===== config.mk =====
export PLATFORM = sky130hd
export DESIGN_NAME = gray_counter_source
export DESIGN_NICKNAME = d
export VERILOG_FILES = /design/src/rtl/gray_counter_source.sv
export SDC_FILE = /design/constraint.sdc
export NUM_CORES = 1
export LEC_CHECK = 0
export ABC_CLOCK_PERIOD_IN_PS = 1800
export CAP_MARGIN = 25
export CORE_MARGIN = 10
export CORE_UTILIZATION = 42
export DETAILED_ROUTE_END_ITERATION = 12
export PLACE_DENSITY = 0.72
export SYNTH_ARGS = -nofsm -noshare
export SYNTH_HDL_FRONTEND = slang
export SYNTH_SLANG_ARGS = --single-unit
export TNS_END_PERCENT = 10

===== constraint.sdc =====
create_clock -name clk -period 1.8 [get_ports clk]
set_clock_uncertainty 0.05 [all_clocks]
set_input_delay 0.36 -clock clk [delete_from_list [all_inputs] [get_ports clk]]
set_output_delay 0.36 -clock clk [all_outputs]
set_load 0.01 [all_outputs]

===== src/rtl/gray_counter_source.sv =====
// Gray-code sequence source with a valid/ready handshake, up/down counting,
// synchronous clear and Gray-coded preload. All outputs come straight from registers.
module gray_counter_source #(
  parameter int WIDTH = 3
) (
  input  logic             clk,
  input  logic             rst_n,
  input  logic             en,
  input  logic             up,
  input  logic             clr,
  input  logic             load,
  input  logic [WIDTH-1:0] load_gray,
  input  logic             out_ready,
  output logic [WIDTH-1:0] g_out,
  output logic             out_valid,
  output logic             wrap
);

  typedef enum logic {IDLE, PRESENT} state_t;

  state_t           state_reg, state_next;
  logic [WIDTH-1:0] bin_reg, bin_next;
  logic [WIDTH-1:0] g_reg, g_next;
  logic             wrap_reg, wrap_next;
  // Remembers whether bin_reg was last reached by wrapping, so a code presented
  // after an IDLE gap still carries its wrap marker.
  logic             wrapped_reg, wrapped_next;
  logic [WIDTH-1:0] load_bin, adv_bin;
  logic             adv_wrap;

  function automatic logic [WIDTH-1:0] to_gray(input logic [WIDTH-1:0] b);
    return b ^ (b >> 1);
  endfunction

  // Each binary bit is the XOR of all Gray bits at or above it.
  generate
    for (genvar gi = 0; gi < WIDTH; gi++) begin : g_g2b
      assign load_bin[gi] = ^load_gray[WIDTH-1:gi];
    end
  endgenerate

  assign adv_bin  = up ? bin_reg + WIDTH'(1) : bin_reg - WIDTH'(1);
  assign adv_wrap = up ? (bin_reg == {WIDTH{1'b1}}) : (bin_reg == '0);

  always_ff @(posedge clk or negedge rst_n) begin
    if (!rst_n) begin
      state_reg   <= IDLE;
      bin_reg     <= '0;
      g_reg       <= '0;
      wrap_reg    <= 1'b0;
      wrapped_reg <= 1'b0;
    end else begin
      state_reg   <= state_next;
      bin_reg     <= bin_next;
      g_reg       <= g_next;
      wrap_reg    <= wrap_next;
      wrapped_reg <= wrapped_next;
    end
  end

  always_comb begin
    state_next   = state_reg;
    bin_next     = bin_reg;
    g_next       = g_reg;
    wrap_next    = wrap_reg;
    wrapped_next = wrapped_reg;
    if (clr) begin
      state_next   = IDLE;
      bin_next     = '0;
      g_next       = '0;
      wrap_next    = 1'b0;
      wrapped_next = 1'b0;
    end else if (load) begin
      // Flushes any pending code, even under backpressure.
      state_next   = IDLE;
      bin_next     = load_bin;
      wrap_next    = 1'b0;
      wrapped_next = 1'b0;
    end else begin
      case (state_reg)
        IDLE: begin
          if (en) begin
            state_next = PRESENT;
            g_next     = to_gray(bin_reg);
            wrap_next  = wrapped_reg;
          end
        end
        PRESENT: begin
          if (out_ready) begin
            bin_next     = adv_bin;
            wrapped_next = adv_wrap;
            if (en) begin
              g_next    = to_gray(adv_bin);
              wrap_next = adv_wrap;
            end else begin
              state_next = IDLE;
              wrap_next  = 1'b0;
            end
          end
        end
        default: state_next = IDLE;
      endcase
    end
  end

  assign g_out     = g_reg;
  assign out_valid = (state_reg == PRESENT);
  assign wrap      = wrap_reg;

endmodule

* Word level (Yosys, flattened, before mapping)
Index checks and enable logic that the tools add are counted.
W data, S select, Z words.
** Storage, ports and cells
- Word-level logic and storage cells :: 52
- Output and inout bits :: 5
- Register bits :: 9
** Operators by class
- Reductions and logical operators :: 8
- Bitwise operators :: 3
- Muxes and demuxes :: 27
- Eq/ne operators :: 7
- Add/sub/neg operators :: 2
** Operator list (count)
- $mux W3 :: 10
- $mux W1 :: 14
- $ne A3 B3 Y1 const B :: 3
- $ne A4 B4 Y1 const B :: 2
- $pmux W3 S2 :: 1
- $reduce_bool A3 Y1 :: 2
- $xor A3 B2 Y3 :: 2
- $pmux W1 S2 :: 2
- $reduce_and A2 Y1 :: 2
- $reduce_and A4 Y1 :: 1
- $add A3 B1 Y3 const B :: 1
- $eq A3 B3 Y1 const B :: 1
- $logic_not A3 Y1 :: 1
- $reduce_xor A3 Y1 :: 1
- $sub A3 B1 Y3 const B :: 1
- $ne A2 B2 Y1 const B :: 1
- $reduce_xor A2 Y1 :: 1
- $not A1 Y1 :: 1

* Logic depth before layout (Yosys ltp)
Gate-level depths: netlist (run 1).
- Depth after elaboration :: 8
- Mapped depth :: 6
- Depth with buffers taken out :: 6

* Worst setup path after synthesis (run 1)
No wires, ideal clock.
- Kind :: reg-to-reg
- Start point :: register bin_reg[0]
- End point :: register g_reg[1] (netlist: g_out[1])
- Arrival time :: 1.688 ns
- Path slack :: -0.032 ns
- Setup time :: 0.094 ns
- Path buffers :: 0
- Cell stages (with the launch flop) :: 7
- Cell sequence :: dfrtp_1 > inv_1 > fa_1 > xnor3_1 > mux2i_1 > xor2_1 > a211oi_1
** Between the ends
- Longest elaborated chain between the ends :: 8
- Elaborated cells between the ends (all ways) :: 9
** Ends and longest elaborated chain
- from (decl) :: line 22 : logic [WIDTH-1:0] bin_reg, bin_next;
- from (signal assigned) :: line 54 : bin_reg <= bin_next;
- $sub A3 B1 Y3 / $add A3 B1 Y3 (equally long branches) :: line 42 : assign adv_bin = up ? bin_reg + WIDTH'(1) : bin_reg - WIDTH'(1);
- $mux W3 * :: line 42
- $xor A3 B2 Y3 * :: line 32 : return b ^ (b >> 1);
- $mux W3 * :: line 92 : if (en) begin
- $mux W3 * :: line 89 : if (out_ready) begin
- $pmux W3 S2 * :: line 80 : case (state_reg)
- $mux W3 * :: line 73 : end else if (load) begin
- $mux W3 * :: line 67 : if (clr) begin
- to (signal assigned) :: line 55 : g_reg <= g_next;
- to (decl) :: line 23 : logic [WIDTH-1:0] g_reg, g_next;
Mark *: on every way between the ends. The rest lies on a longest branch, timed or not. The select of a mux whose other input is x is not followed.
A chain may end at the register's enable or synchronous reset.

* Final worst setup path (run 1)
Ends and elaborated chain as after synthesis.

==> results of run 1 <==
[layout make-up]
cell class | count | area, um2 | share of cell area, %
multi-input combinational | 47 | 374 | 43.4
inverter | 3 | 11.3 | 1.31
sequential | 9 | 225 | 26.1
timing repair buffer | 23 | 206 | 23.9
tap | 15 | 18.8 | 2.18
clock buffer | 4 | 26.3 | 3.05
[Yosys cell counts, drive strengths merged]
| library cell | n |
|---|---|
| ha | 2 |
| a211oi | 3 |
| fa | 1 |
| a32o | 1 |
| xor2 | 4 |
| nand2 | 3 |
| o21a | 2 |
| nor2b | 1 |
| o21ai | 1 |
| mux2i | 3 |
| a311oi | 1 |
| buf | 1 |
| nor3 | 1 |
| xnor2 | 4 |
| dfrtp | 9 |
| nor2 | 7 |
| clkbuf | 2 |
| nand3 | 1 |
| a21oi | 5 |
| nor3b | 2 |
| inv | 3 |
| and3 | 1 |
| nand3b | 1 |
| a21boi | 1 |
| xnor3 | 1 |
| nor4 | 1 |
[worst max path at each step]
stage / end / slack [ns] / cells after the start
after floorplan: g_out[1] / -0.01 / 6
final: g_out[1] / 0.03 / 6
after global placement: g_out[1] / -0.43 / 6
after global routing: g_out[1] / -0.03 / 6
after detailed placement: g_out[1] / -0.45 / 6
after CTS: g_out[1] / 0.003 / 6
[metrics by stage]
stage	TNS, ns	cell area, um2	utilization, %	cells	worst slack (ns)
6_report	0	862	64.6	101	0.0328
5_1_grt	-0.0531	862	64.6	101	-0.0307
4_1_cts	0	847	63.5	101	0.00310
3_5_place_dp	-1.74	822	61.6	97	-0.450
3_3_place_gp	-1.67	822	61.6	97	-0.429
2_1_floorplan	-0.0118	608	-	62	-0.0118
[power breakdown]
group | switching [mW] | internal, mW
Clock | 0.0734 | 0.0855
Combinational | 0.0801 | 0.102
Sequential | 0.00868 | 0.214
Total | 0.162 | 0.401
[metal layers]
metal  global-route usage (%)  wire length, um  vias to the layer above
li1                         -                -                      265
met1                     9.91              590                      256
met2                     14.9              696                       19
met3                     4.79              152                        2
met4                     3.02               12                        0
met5                        0                0                        -
[cells by family (layout without fill, tap and decap cells)]
| logic type | after synthesis | after routing | share of synthesized area (%) |
|---|---|---|---|
| XOR/XNOR | 9 | 9 | 15.3 |
| multiplexers | 3 | 3 | 4.96 |
| flip-flops | 9 | 9 | 37.2 |
| AO/OA/AOI/OAI | 14 | 14 | 15.5 |
| adder cells (fa/ha/maj) | 3 | 3 | 7.44 |
| buffers and inverters | 6 | 30 | 3.93 |
| AND/OR/NAND/NOR | 18 | 18 | 15.7 |
[repair_timing]
| item | CTS | global route |
|---|---|---|
| gates resized for setup | 1 | 2 |
| pin swaps | 0 | 1 |
| setup endpoints to repair | 4 | 4 |
| hold buffers | 0 | 0 |
==> flow_summary.ini, run 1 <==
[floorplan]
fp.dieH_um = 58.0
die-area_um2 = 3360
fp.dieW_um = 58.0
num_io_pins = 15
core-area_um2 = 1330
num_rows = 13
initial_utilization_pct = 45.4

[outcome]
status = finished clean

[worst_setup_path]
crit_fanout = 2
cp_slowest_cell = fa_2
cp_top_family = adder cells
worstRegToRegCells = 6
worstPathRequired_ns = 1.88
rr_endpoint = g_out[1]
r2r_start = bin_reg[0]
worst_path_largest_cell_delay_ns = 0.54
worstPathCellList = inv_2 -> fa_2 -> xnor3_1 -> mux2i_1 -> xor2_1 -> a211oi_1
critPathBufInv = 1
rrSetupSlack_ns = 0.03
endpoint_kind = flip-flop
critPathKind = flip-flop to flip-flop
critPathLaunchType = flip-flop
startpoint = bin_reg[0]
cp_data_arrival_time_ns = 1.85

[layout]
final_nets = 100
n_antenna_cell = 0
final_cell_mix = 13 x clkdlybuf4s50_1, 9 x dfrtp_1, 9 x buf_4
final_layout_size_suffix_gt1_share_pct = 20.9
fillCellCount = 118
area_growth_syn_to_layout_pct = 42.4
final_common_cell = clkdlybuf4s50_1

[clock_tree]
worstSkewPairLatency_ns = 0.26
cts_tree = yes
htreeDepth = 1
cts_setup_buffers = 0
cts_buffer_depth = 2
path_clk_slew_ns = 0.07
numCtsBuffers = 3
cts_root_buf = clkbuf_4
cts.sinks = 9

[worst_hold_path]
hp-class = input port to asynchronous set/reset pin

[global_routing]
grt.total_usage_pct = 9.13
grt_pass1_vias = 566
antenna_found_initial = 0
grt_overflow = 0
grt_pass1_wl_um = 2420
grt_max_degree = 12

[logic_synthesis]
synth_area_leader_cell = dfrtp_1
synthCells = 62
ys_top_cells_by_area = dfrtp_1 37%, xnor2_1 5.8%, xor2_1 5.8%, mux2i_1 5.0%, nor2_1 4.3%
yosysWarnings = 0
syn_area_um2 = 606
syn_nets = 75
synth_seq_cells = 9
synth_seq_area_share_pct = 37.2
syn_area_per_cell_um2 = 9.77
synth_top_area_share_pct = 37.2
ys_types = 27

[routing]
drt_iter0_markers = 8
via_per_inst = 5.37
antenna_left = 0
vias = 542
remaining_drc_errors = 0
wl_per_cell_um = 14.4
firstDrtPassIters = 4
routed_wl_um = 1450

[power]
ir_drop_v = 0.000428
cellLeakagePower_nw = 0.373
cellPowerDensity_nw_per_um2 = 654
total_power_mw = 0.563

[place]
dpl.hpwl_um = 1160
port_buffers = 14
routabilityCongestion = 0.821

[sta]
finalCritPeriodShare_pct = 98.2
min_period_ns = 1.77
whs_ns = 0.342
setup_viol = 0
rsz0062_at_grt = true
tightest_slew_ns = 0.417
maxClockFrequency_mhz = 566
relSlewSlack_pct = 72.1
hold_violations = 0
slew_viol_final = 0

[run]
maxCapViolCount = 0
No activity file was read; power rests on OpenSTA's default activity.
==> run 2: changes to the inputs <==
CORE_MARGIN = 2   (was 10)
SKIP_LAST_GASP = 1   (was unset)
==> run 2 against run 1 <==
Compared with the run above:
- first-iteration DRC count shrank 63%
- cell area unchanged
- non-clock buffer count increased by 2
- largest power group unchanged
==> flow_summary.ini, run 2 (synthesis results as in run 1) <==
[outcome]
status = finished clean

[layout]
fillCellCount = 122
final_core_util_pct = 65.4
final_common_cell = clkdlybuf4s50_1
n_antenna_cell = 0
stdcell_count = 103
final_cell_mix = 13 x clkdlybuf4s50_1, 11 x buf_4, 9 x dfrtp_1
final_layout_size_suffix_gt1_share_pct = 20.5
final_nets = 102
area_growth_syn_to_layout_pct = 42.4

[routing]
vias = 550
firstDrtPassIters = 4
drt_iter0_markers = 3
antenna_left = 0
remaining_drc_errors = 0
wl_per_cell_um = 12.5
routed_wl_um = 1280
via_per_inst = 5.34

[place]
port_buffers = 14
dpl.cell_count = 98
routabilityCongestion = 0.906
dpl.hpwl_um = 1000

[clock_tree]
cts_buffer_depth = 2
cts-hold-fix-buffers = 0
worstSkewPairLatency_ns = 0.27
cts.sinks = 9
numCtsBuffers = 3
htreeDepth = 1
cts_tree = yes
cts_root_buf = clkbuf_4
path_clk_slew_ns = 0.06

[worst_setup_path]
crit_fanout = 2
rrSetupSlack_ns = 0.03
r2r_start = bin_reg[0]
worstRegToRegCells = 6
rr_endpoint = g_out[1]
startpoint = bin_reg[0]
critPathKind = flip-flop to flip-flop
critPathLaunchType = flip-flop
cp_data_arrival_time_ns = 1.90
worstPathRequired_ns = 1.93
endpoint_kind = flip-flop

[global_routing]
grt_pass1_vias = 553
antenna_found_initial = 0
grt.total_usage_pct = 16.8
grt_pass1_wl_um = 2210
grt_max_degree = 13
grt_overflow = 0

[floorplan]
core-area_um2 = 1320
initial_utilization_pct = 46.0
num_io_pins = 15
die-area_um2 = 1760
fp.dieH_um = 42.0
fp.dieW_um = 42.0
num_rows = 13

[sta]
relSlewSlack_pct = 70.8
hold_violations = 0
slew_viol_final = 0
rsz0062_at_grt = true
maxClockFrequency_mhz = 564
setup_tns_ns = 0
setup_viol = 0
min_period_ns = 1.77
tightest_slew_ns = 0.437
finalCritPeriodShare_pct = 98.6

[power]
cellPowerDensity_nw_per_um2 = 648
ir_drop_v = 0.000517
cellLeakagePower_nw = 0.376

[run]
maxCapViolCount = 0

[worst_hold_path]
hp-class = input port to asynchronous set/reset pin
[run 2: worst max path at each step]
stage / endpoint / slack, ns / cells after the start
2_1_floorplan: g_out[1] / -0.01 / 6
3_3_place_gp: g_out[1] / -0.44 / 6
3_5_place_dp: g_out[1] / -0.45 / 6
4_1_cts: g_out[1] / 0.005 / 6
5_1_grt: g_out[1] / -0.13 / 6
6_report: g_out[1] / 0.03 / 6
[run 2: per-stage QoR]
step	cell area (um2)	power, mW	hold WS [ns]	worst slack (ns)
2_1_floorplan	608	0.320	0.0144	-0.0118
3_3_place_gp	830	0.397	0.453	-0.436
3_5_place_dp	830	0.400	0.464	-0.452
4_1_cts	862	0.565	0.362	0.00496
5_1_grt	862	0.591	0.380	-0.131
6_report	862	0.559	0.349	0.0255
[run 2: area by class of cell]
type | instances | area [um2] | area share, %
clock buffers | 4 | 26.3 | 3.05
inverters | 3 | 11.3 | 1.31
multi-input cells | 47 | 359 | 41.7
flip-flops and latches | 9 | 225 | 26.1
well taps | 15 | 18.8 | 2.18
repair buffers | 25 | 221 | 25.7
[run 2: what timing repair did]
action | 4_1_cts | 5_1_grt
endpoints found under the setup margin | 4 | 2
pin swaps | 2 | 0
gates resized for setup | 1 | 0
setup buffers | 1 | 0
[run 2: layer usage]
metal  vias to the layer above  wire length [um]  track usage (%)
li1                        266                 -                -
met1                       264               552             18.8
met2                        15               641             29.7
met3                         5                53             2.59
met4                         0                36             9.68
met5                         -                 0                0
[run 2: critical path, cell delays in order, from the launching register on]
cell and delay [ns]:
dfrtp_1 0.36, inv_2 0.05, fa_2 0.57, xnor3_1 0.21, mux2i_1 0.17, xor2_1 0.09
a211oi_1 0.20
[run 2: where the power goes]
part	switching, mW	internal [mW]
combinational	0.0763	0.0996
sequential	0.00796	0.214
clock	0.0755	0.0858
==> run 3: changes to the inputs <==
CTS_CLUSTER_SIZE = 24   (was unset)
==> results of run 3 <==
No change in the layout: final DEF, timing and power equal those of run 2.
